## src/rtl/lfsr_scrambler_par_if.sv

```systemverilog
// Valid/ready bit-stream bus carrying DW data bits plus a frame-end marker.
`timescale 1ns/1ps
interface lfsr_scrambler_par_if #(
  parameter int DW = 1
);
  logic          valid;
  logic          ready;
  logic [DW-1:0] data;
  logic          last;

  modport master (output valid, output data, output last, input ready);
  modport slave  (input valid, input data, input last, output ready);
endinterface

```

## src/rtl/lfsr_scrambler_par.sv

```systemverilog
// Parametrised LFSR scrambler/descrambler: additive, self-sync scramble/descramble or bypass per frame.
// One registered output stage (1-cycle latency); s.ready = !m.valid | m.ready, output holds while stalled.
`timescale 1ns/1ps
module lfsr_scrambler_par #(
  parameter int           L           = 7,
  parameter logic [L-1:0] TAPS        = 7'b1001000,
  parameter logic [L-1:0] SEED        = 7'h7F,
  parameter int           DW          = 1,
  parameter bit           AUTO_RESEED = 1'b1
) (
  input  logic                 clk,
  input  logic                 rst_n,
  input  logic [1:0]           cfg_mode,
  input  logic [L-1:0]         cfg_seed,
  input  logic                 seed_load,
  lfsr_scrambler_par_if.slave  s,
  lfsr_scrambler_par_if.master m,
  output logic                 busy
);

  if (L < 2 || L > 32) begin : g_bad_l
    $fatal(1, "lfsr_scrambler_par: L must be in 2..32");
  end
  if (DW < 1 || DW > 32) begin : g_bad_dw
    $fatal(1, "lfsr_scrambler_par: DW must be in 1..32");
  end

  typedef enum logic {IDLE, IN_FRAME} fsm_t;

  fsm_t          r_fsm;
  logic [L-1:0]  r_st;
  logic [1:0]    r_mode;
  logic          r_busy;
  logic          r_m_valid;
  logic [DW-1:0] r_m_data;
  logic          r_m_last;

  logic          w_s_rdy;
  logic          w_acc;
  logic [1:0]    w_mode;
  logic [L-1:0]  w_st_start;
  logic [L-1:0]  w_walk;
  logic [L-1:0]  w_st_next;
  logic          w_fb;
  logic [DW-1:0] w_out;

  assign w_s_rdy    = !r_m_valid || m.ready;
  assign w_acc      = s.valid && w_s_rdy;
  // A frame's first beat (including a single-beat frame) sees cfg_mode live.
  assign w_mode     = (r_fsm == IN_FRAME) ? r_mode : cfg_mode;
  assign w_st_start = seed_load ? cfg_seed : r_st;

  // Walk the register once per bit, bit 0 first in time.
  always_comb begin
    w_walk = w_st_start;
    w_fb   = 1'b0;
    w_out  = '0;
    for (int i = 0; i < DW; i++) begin
      w_fb = ^(w_walk & TAPS);
      case (w_mode)
        2'd0: begin
          w_out[i] = s.data[i] ^ w_fb;
          w_walk   = {w_walk[L-2:0], w_fb};
        end
        2'd1: begin
          w_out[i] = s.data[i] ^ w_fb;
          w_walk   = {w_walk[L-2:0], s.data[i] ^ w_fb};
        end
        2'd2: begin
          w_out[i] = s.data[i] ^ w_fb;
          w_walk   = {w_walk[L-2:0], s.data[i]};
        end
        default: w_out[i] = s.data[i];
      endcase
    end
  end

  assign w_st_next = w_walk;

  always_ff @(posedge clk or negedge rst_n) begin
    if (!rst_n) begin
      r_fsm     <= IDLE;
      r_st      <= SEED;
      r_mode    <= 2'd0;
      r_busy    <= 1'b0;
      r_m_valid <= 1'b0;
      r_m_data  <= '0;
      r_m_last  <= 1'b0;
    end else begin
      if (w_acc) begin
        r_m_valid <= 1'b1;
        r_m_data  <= w_out;
        r_m_last  <= s.last;
        // Frame end reseed takes priority over any same-cycle seed_load.
        r_st      <= (s.last && AUTO_RESEED) ? SEED : w_st_next;
        case (r_fsm)
          IDLE: begin
            if (!s.last) begin
              r_fsm  <= IN_FRAME;
              r_mode <= cfg_mode;
              r_busy <= 1'b1;
            end
          end
          IN_FRAME: begin
            if (s.last) begin
              r_fsm  <= IDLE;
              r_busy <= 1'b0;
            end
          end
        endcase
      end else begin
        if (m.ready) begin
          r_m_valid <= 1'b0;
        end
        if (seed_load) begin
          r_st <= cfg_seed;
        end
      end
    end
  end

  assign s.ready = w_s_rdy;
  assign m.valid = r_m_valid;
  assign m.data  = r_m_data;
  assign m.last  = r_m_last;
  assign busy    = r_busy;

endmodule

```

## src/flat_wrapper.sv

```systemverilog
// flat-port wrapper written by rule: the top's interface ports become plain ports
module lfsr_scrambler_par_flat 
#(
  parameter int           L           = 7,
  parameter logic [L-1:0] TAPS        = 7'b1001000,
  parameter logic [L-1:0] SEED        = 7'h7F,
  parameter int           DW          = 1,
  parameter bit           AUTO_RESEED = 1'b1
)
  (clk, rst_n, cfg_mode, cfg_seed, seed_load, busy, s_valid, s_data, s_last, s_ready, m_valid, m_data, m_last, m_ready);
  lfsr_scrambler_par_if #(.DW(DW)) s_i ();
  lfsr_scrambler_par_if #(.DW(DW)) m_i ();
  input  logic clk;
  input  logic rst_n;
  input  logic [1:0] cfg_mode;
  input  logic [L-1:0] cfg_seed;
  input  logic seed_load;
  output logic busy;
  input wire logic [$bits(s_i.valid)-1:0] s_valid;
  input wire logic [$bits(s_i.data)-1:0] s_data;
  input wire logic [$bits(s_i.last)-1:0] s_last;
  output wire logic [$bits(s_i.ready)-1:0] s_ready;
  output wire logic [$bits(m_i.valid)-1:0] m_valid;
  output wire logic [$bits(m_i.data)-1:0] m_data;
  output wire logic [$bits(m_i.last)-1:0] m_last;
  input wire logic [$bits(m_i.ready)-1:0] m_ready;
  assign s_i.valid = s_valid;
  assign s_i.data = s_data;
  assign s_i.last = s_last;
  assign s_ready = s_i.ready;
  assign m_valid = m_i.valid;
  assign m_data = m_i.data;
  assign m_last = m_i.last;
  assign m_i.ready = m_ready;
  lfsr_scrambler_par #(.L(L), .TAPS(TAPS), .SEED(SEED), .DW(DW), .AUTO_RESEED(AUTO_RESEED)) u_core (.clk(clk), .rst_n(rst_n), .cfg_mode(cfg_mode), .cfg_seed(cfg_seed), .seed_load(seed_load), .s(s_i), .m(m_i), .busy(busy));
endmodule
```

## config.mk

```make
export PLATFORM = sky130hd
export DESIGN_NAME = lfsr_scrambler_par_flat
export DESIGN_NICKNAME = d
export VERILOG_FILES = /design/src/rtl/lfsr_scrambler_par_if.sv /design/src/rtl/lfsr_scrambler_par.sv /design/src/flat_wrapper.sv
export SDC_FILE = /design/constraint.sdc
export NUM_CORES = 1
export LEC_CHECK = 0
export CAP_MARGIN = 20
export CORE_MARGIN = 2
export CORE_UTILIZATION = 30
export DETAILED_ROUTE_END_ITERATION = 6
export GPL_TIMING_DRIVEN = 0
export PLACE_DENSITY_LB_ADDON = 0.15
export SYNTH_ARGS = -nofsm -noshare
export SYNTH_HDL_FRONTEND = slang
export SYNTH_SLANG_ARGS = --single-unit
export TNS_END_PERCENT = 50
```

## constraint.sdc

```tcl
create_clock -name clk -period 1.8 [get_ports clk]
set_input_delay 0.36 -clock clk [delete_from_list [all_inputs] [get_ports clk]]
set_output_delay 0.36 -clock clk [all_outputs]
set_load 0.005 [all_outputs]
```

==> insert_results.sql, run 1 <==
INSERT INTO impl_metrics (metric_group, metric, value, unit) VALUES
('run_status', 'status', 'complete, no violations', ''),
('place', 'gp_congestion', '0.712', ''),
('clocking', 'htree_levels', '1', ''),
('synth', 'synth_area_leader_cell', 'dfstp_2', ''),
('setup_path', 'critical_path_peak_fanout', '10', ''),
('finish', 'filler_cell_count', '284', ''),
('finish', 'register_area', '359', 'um2'),
('finish', 'post-route-cell-area', '0.00113', 'mm2'),
('sta', 'report.final.slew_viol_count', '0', ''),
('clocking', 'skew_pair_late_insertion_delay', '0.28', 'ns'),
('route', 'avgRoutedWirePerCell', '13.8', 'um'),
('floorplanning', 'die-height', '58.2', 'um'),
('sta', 'final_setup_violation_count', '0', ''),
('worst_hold_path', 'worstHoldPathType', 'in -> reg', ''),
('sta', 'slew_headroom', '0.567', ''),
('sta', 'final-hold-violation-count', '0', ''),
('setup_path', 'critPathSlowestCell', 'clkdlybuf4s50_1', ''),
('synth', 'post-synth-top-area-fraction', '0.209', ''),
('floorplanning', 'floorplan.initialDensity', '0.317', ''),
('clocking', 'cts.sinks', '14', ''),
('sta', 'timing.hold.ws', '0.379', 'ns'),
('clocking', 'root_buffer_cell', 'clkbuf_4', ''),
('floorplanning', 'dieArea', '0.00339', 'mm2'),
('job', 'drv.max_cap_violation_count', '0', ''),
('sta', 'setup_slack', '0.149', 'ns'),
('synth', 'synth.most_common_cell', 'mux2i_1', ''),
('synth', 'synth.yosys.warnings', '0', ''),
('setup_path', 'critPathArrivalTime', '1.29', 'ns'),
('finish', 'multi_input_area', '473', 'um2'),
('synth', 'synth.net_count', '97', ''),
('clocking', 'clock_tree_from_tritoncts', 'yes', ''),
('place', 'placedInstanceArea', '0.00110', 'mm2'),
('clocking', 'post-cts-setup-buffers', '0', ''),
('route', 'first_iter_violations', '13', ''),
('power', 'post-layout-total-power', '0.000928', 'W'),
('finish', 'stdcell_count', '133', ''),
('route', 'drt-pass1-iter-count', '4', ''),
('synth', 'synth-edff-count', '0', ''),
('sta', 'worstMarginPinSlew', '0.648', 'ns'),
('setup_path', 'setup.worst_path.start_class', 'primary input', ''),
('power', 'leakage_power', '0.485', 'nW'),
('synth', 'ys_async_sr_fraction', '1.00', ''),
('grt', 'global_route_total_usage_across_every_layer', '0.122', ''),
('synth', 'post_synth_inst_count', '80', ''),
('grt', 'pin_count_of_the_biggest_net_entering_global_routing', '15', ''),
('setup_path', 'type_of_destination_of_the_critical_path', 'output port', ''),
('place', 'post_placement_worst_setup_slack', '-0.118', 'ns'),
('setup_path', 'crit_buf_inv', '3', ''),
('floorplanning', 'ioPinCount', '21', ''),
('finish', 'diodes', '0', ''),
('synth', 'register_bit_count_reported_by_yosys', '14', ''),
('setup_path', 'crit_chain', 'clkdlybuf4s50_1 > nand2b_1 > buf_6 > dlygate4sd2_1', ''),
('route', 'route.antenna.remaining_nets', '0', ''),
('route', 'route.vias.total', '681', ''),
('floorplanning', 'die_width', '58.2', 'um'),
('route', 'totalWireLength', '1830', 'um'),
('setup_path', 'critical-path-top-delay-family', 'buffers and inverters', ''),
('place', 'buffer_ports.inserted', '18', ''),
('power', 'worst_ir_drop_vdd', '433', 'uV'),
('synth', 'commonest_cells_post_synth', 'mux2i_1 (9), dfrtp_1 (7), dfstp_2 (7)', ''),
('sta', 'fmax', '0.606', 'GHz'),
('floorplanning', 'core_area', '0.00278', 'mm2'),
('synth', 'synth.lib_cells_used.distinct', '34', ''),
('finish', 'nNetsFinal', '120', ''),
('setup_path', 'slowest_delay', '0.39', 'ns'),
('place', 'hpwl', '1320', 'um'),
('floorplanning', 'placement_rows', '19', ''),
('setup_path', 'criticalPathCategory', 'in -> out', ''),
('sta', 'final.min_clock_period', '1.65', 'ns'),
('sta', 'rsz0062_at_grt', 'false', ''),
('power', 'cellPowerDensity', '821', 'mW/mm2');
power breakdown:
group	switching [W]	internal (W)	total [W]	leakage [nW]
clock network	0.000110	0.0000859	0.000196	0.0150
registers	0.0000281	0.000388	0.000416	0.156
logic	0.000140	0.000176	0.000316	0.314
state kept, by name, indices dropped and copies added (netlist names):
name,flops
u_core.r_st,7
u_core.m.data,1
u_core.r_fsm,1
u_core.m.last,1
u_core.busy,1
u_core.m.valid,1
u_core.r_mode,2
routing by layer:
layer  up-vias  global-route usage  wire, um
met2        16               0.187       836
met1       325               0.165       913
li1        338                   -         -
met3         2              0.0290        66
met4         0              0.0498        16
met5         -                   0         0
metrics by stage:
step,setup TNS (ns),util
3_3_place_gp,-0.389,0.396
5_1_grt,0,0.406
3_5_place_dp,-0.430,0.396
6_report,0,0.406
4_1_cts,0,0.406
2_1_floorplan,0,-
placed cells by master, fill, tap and decap left out, types with 2 or more instances in the layout:
master	netlist	routed
inv_1	2	2
a21oi_1	2	2
a22oi_1	3	3
nand2_1	4	4
xor2_1	2	2
nand2b_1	2	2
dfrtp_1	7	7
nor4b_1	2	2
dfstp_2	7	7
mux2_2	5	5
clkdlybuf4s50_1	0	17
mux2_1	2	2
buf_6	2	3
clkbuf_4	0	3
nand3_1	3	3
mux2i_1	9	9
nor2_1	4	4
and3_1	3	3
o21ai_0	3	3
cells by family after synthesis:
family          after synthesis  synth area share
buf+inv                       7            0.0567
mux                          17             0.209
simple gates                 24             0.170
xor+xnor                      2            0.0199
fa+ha+maj                     1            0.0142
compound gates               15             0.123
flops                        14             0.407
cell type report:
class	count	area share
sequential	14	0.318
inverter	2	0.00664
tap	31	0.0343
multi-input combinational	59	0.419
buffer	5	0.0410
timing repair buffer	18	0.158
clock buffer	4	0.0233
what timing repair did:
| item | in CTS | in global routing |
|---|---|---|
| setup endpoints to repair | 1 | 0 |
| hold buffers | 0 | 0 |
| resized for setup | 2 | 0 |
worst paths after layout:
| check | end | cells after the start | slack, ns | startpoint |
|---|---|---|---|---|
| setup / recovery | s_ready | 4 | 0.15 | m_ready |
| hold / removal | u_core.m.valid | 2 | 0.38 | s_valid |
| setup reg to reg | u_core.r_st[0] | 5 | 0.39 | u_core.m.valid |
| hold reg to reg | u_core.m.last | 2 | 0.50 | u_core.m.last |
| max in group asynchronous | u_core.m.data | 1 | 0.92 | rst_n |
| min in group asynchronous | u_core.r_mode[1] | 1 | 0.47 | rst_n |
No activity file was read; power rests on OpenSTA's default activity.
==> run 2, diff against run 1 <==
--- a/config.mk
+++ b/config.mk
@@ -7,7 +7,7 @@
 export LEC_CHECK = 0
 export CAP_MARGIN = 20
 export CORE_MARGIN = 2
-export CORE_UTILIZATION = 30
+export CORE_UTILIZATION = 44
 export DETAILED_ROUTE_END_ITERATION = 6
 export GPL_TIMING_DRIVEN = 0
 export PLACE_DENSITY_LB_ADDON = 0.15
==> insert_results.sql, run 2 (same netlist as run 1, synthesis figures left out) <==
INSERT INTO impl_metrics (metric_group, metric, value, unit) VALUES
('floorplanning', 'floorplan.initialDensity', '0.459', ''),
('route', 'route.antenna.remaining_nets', '0', ''),
('setup_path', 'worst_ep_required_time', '1.44', 'ns'),
('clocking', 'htree_levels', '1', ''),
('floorplanning', 'placement_rows', '16', ''),
('route', 'first_iter_violations', '23', ''),
('setup_path', 'setup.worst_path.start_class', 'primary input', ''),
('sta', 'final.min_clock_period', '1.65', 'ns'),
('sta', 'fin_crit_sh', '0.916', ''),
('sta', 'slew_headroom', '0.565', ''),
('route', 'avgRoutedWirePerCell', '13.3', 'um'),
('route', 'wl_met1', '813', 'um'),
('finish', 'register_area', '359', 'um2'),
('setup_path', 'regToRegSetupSlack', '0.40', 'ns'),
('setup_path', 'critical_path.reg2reg.startpoint', 'u_core.m.valid', ''),
('clocking', 'postCtsResizedCells', '2', ''),
('finish', 'post-route-cell-area', '0.00112', 'mm2'),
('finish', 'filler_cell_count', '187', ''),
('route', 'drt-pass1-iter-count', '4', ''),
('sta', 'final-hold-violation-count', '0', ''),
('place', 'gp_congestion', '0.724', ''),
('clocking', 'root_buffer_cell', 'clkbuf_4', ''),
('grt', 'number_of_antenna_violations_at_the_first_check_in_global_routing', '0', ''),
('worst_hold_path', 'hold_end', 'u_core.m.valid', ''),
('grt', 'pin_count_of_the_biggest_net_entering_global_routing', '15', ''),
('job', 'drv.max_cap_violation_count', '0', ''),
('grt', 'grt_pass1_wl', '3010', 'um'),
('finish', 'top_register', 'u_core.r_st', ''),
('setup_path', 'critPathArrivalTime', '1.29', 'ns'),
('floorplanning', 'die_width', '48.8', 'um'),
('finish', 'largest_reg_flops', '7', ''),
('clocking', 'clk_pin_slew_worst_paths', '0.09', 'ns'),
('finish', 'final_common_cell', 'clkdlybuf4s50_1', ''),
('power', 'worst_ir_drop_vdd', '507', 'uV'),
('finish', 'nNetsFinal', '120', ''),
('worst_hold_path', 'min-delay-start', 's_valid', ''),
('finish', 'largest_registers', 'u_core.r_st (7), u_core.r_mode (2)', ''),
('finish', 'syn_to_final_growth', '27.5', '%'),
('finish', 'multi_input_area', '473', 'um2'),
('power', 'post-layout-total-power', '0.000922', 'W'),
('setup_path', 'type_of_destination_of_the_critical_path', 'output port', ''),
('sta', 'report.final.slew_viol_count', '0', ''),
('power', 'leakage_power', '0.485', 'nW'),
('route', 'top_signal_layer_used', 'met4', ''),
('clocking', 'post-cts-setup-buffers', '0', ''),
('place', 'place.detailed.instances', '125', ''),
('route', 'route.detailed.drc', '0', ''),
('sta', 'skew', '0.00216', 'ns'),
('clocking', 'clock_tree_from_tritoncts', 'yes', ''),
('sta', 'worstMarginPinSlew', '0.650', 'ns'),
('place', 'hpwl', '1240', 'um'),
('setup_path', 'critical_path_peak_fanout', '10', ''),
('floorplanning', 'dieArea', '0.00238', 'mm2'),
('floorplanning', 'die-height', '48.8', 'um'),
('grt', 'global_route_total_usage_across_every_layer', '0.162', ''),
('clocking', 'skew_pair_late_insertion_delay', '0.28', 'ns'),
('sta', 'rsz0062_at_grt', 'false', ''),
('route', 'totalWireLength', '1720', 'um'),
('finish', 'diodes', '0', ''),
('power', 'cellPowerDensity', '820', 'mW/mm2'),
('finish', 'drive_gt1_frac', '0.235', ''),
('worst_hold_path', 'worstHoldPathType', 'in -> reg', ''),
('setup_path', 'timing.rr.end', 'u_core.r_st[0]', ''),
('setup_path', 'criticalPathCategory', 'in -> out', ''),
('sta', 'fmax', '0.606', 'GHz'),
('sta', 'final_setup_violation_count', '0', ''),
('finish', 'stdcell_count', '129', ''),
('floorplanning', 'ioPinCount', '21', ''),
('clocking', 'number_of_buffers_created_by_cts', '3', ''),
('place', 'placedInstanceArea', '0.00110', 'mm2'),
('route', 'route.met3.wl', '107', 'um'),
('route', 'via_per_inst', '5.36', ''),
('grt', 'globalRoute.totalOverflow', '0', ''),
('route', 'route.vias.total', '692', ''),
('floorplanning', 'core_area', '0.00192', 'mm2'),
('worst_hold_path', 'min_path_cells', '2', ''),
('place', 'buffer_ports.inserted', '18', ''),
('route', 'route.met2.wl', '775', 'um'),
('run_status', 'status', 'complete, no violations', ''),
('finish', 'mostFrequentLayoutCells', 'clkdlybuf4s50_1 (17), mux2i_1 (9), dfrtp_1 (7), dfstp_2 (7), mux2_2 (5)', ''),
('setup_path', 'worstRegToRegCells', '5', ''),
('grt', 'via_count_of_the_first_global_routing_pass', '678', ''),
('clocking', 'cts.sinks', '14', ''),
('clocking', 'clk_path_buf_depth', '2', ''),
('clocking', 'ctsHoldBuffers', '0', '');
## run 2: metrics by stage
stage	TNS (ns)	setup slack (ns)	hold slack (ns)	util
floorplan	0	0.360	0.0644	-
global placement	-0.346	-0.112	0.473	0.570
detailed placement	-0.408	-0.114	0.480	0.570
CTS	0	0.145	0.373	0.585
global route	0	0.117	0.383	0.585
finish	0	0.150	0.378	0.585
## run 2: area by class of cell
class                   count  area share
plain buffers               5      0.0412
clock buffers               4      0.0234
inverters                   2     0.00667
multi-input cells          59       0.420
flip-flops and latches     14       0.319
well taps                  27      0.0300
repair buffers             18       0.159
## run 2: worst max-delay path by stage
| stage | from | endpoint | slack [ns] | cells past startpoint |
|---|---|---|---|---|
| floorplan | m_ready | u_core.r_mode[0] | 0.36 | 6 |
| detailed placement | m_ready | s_ready | -0.11 | 4 |
| global placement | m_ready | s_ready | -0.11 | 4 |
| global route | m_ready | s_ready | 0.12 | 4 |
| CTS | m_ready | s_ready | 0.14 | 4 |
| finish | m_ready | s_ready | 0.15 | 4 |
## run 2: power by group
part | switching [W] | internal [W]
Sequential | 0.0000276 | 0.000388
Clock | 0.000105 | 0.0000861
Combinational | 0.000140 | 0.000176
Total | 0.000272 | 0.000650
## run 2: critical path, cell delays in order
cell and delay (ns):
clkdlybuf4s50_1 0.39, nand2b_1 0.15, buf_6 0.14, dlygate4sd2_1 0.26
## run 2: per-layer routing
layer / vias to the layer above / global-route usage
met4: 0 / 0.0714
li1: 336 / -
met2: 26 / 0.244
met5: - / 0
met1: 328 / 0.220
met3: 2 / 0.0399
==> run 3, diff against run 2 <==
--- a/config.mk
+++ b/config.mk
@@ -8,6 +8,7 @@
 export CAP_MARGIN = 20
 export CORE_MARGIN = 2
 export CORE_UTILIZATION = 44
+export CTS_CLUSTER_DIAMETER = 100
 export DETAILED_ROUTE_END_ITERATION = 6
 export GPL_TIMING_DRIVEN = 0
 export PLACE_DENSITY_LB_ADDON = 0.15
==> results of run 3 <==
No change in the layout: final DEF, timing and power equal those of run 2.
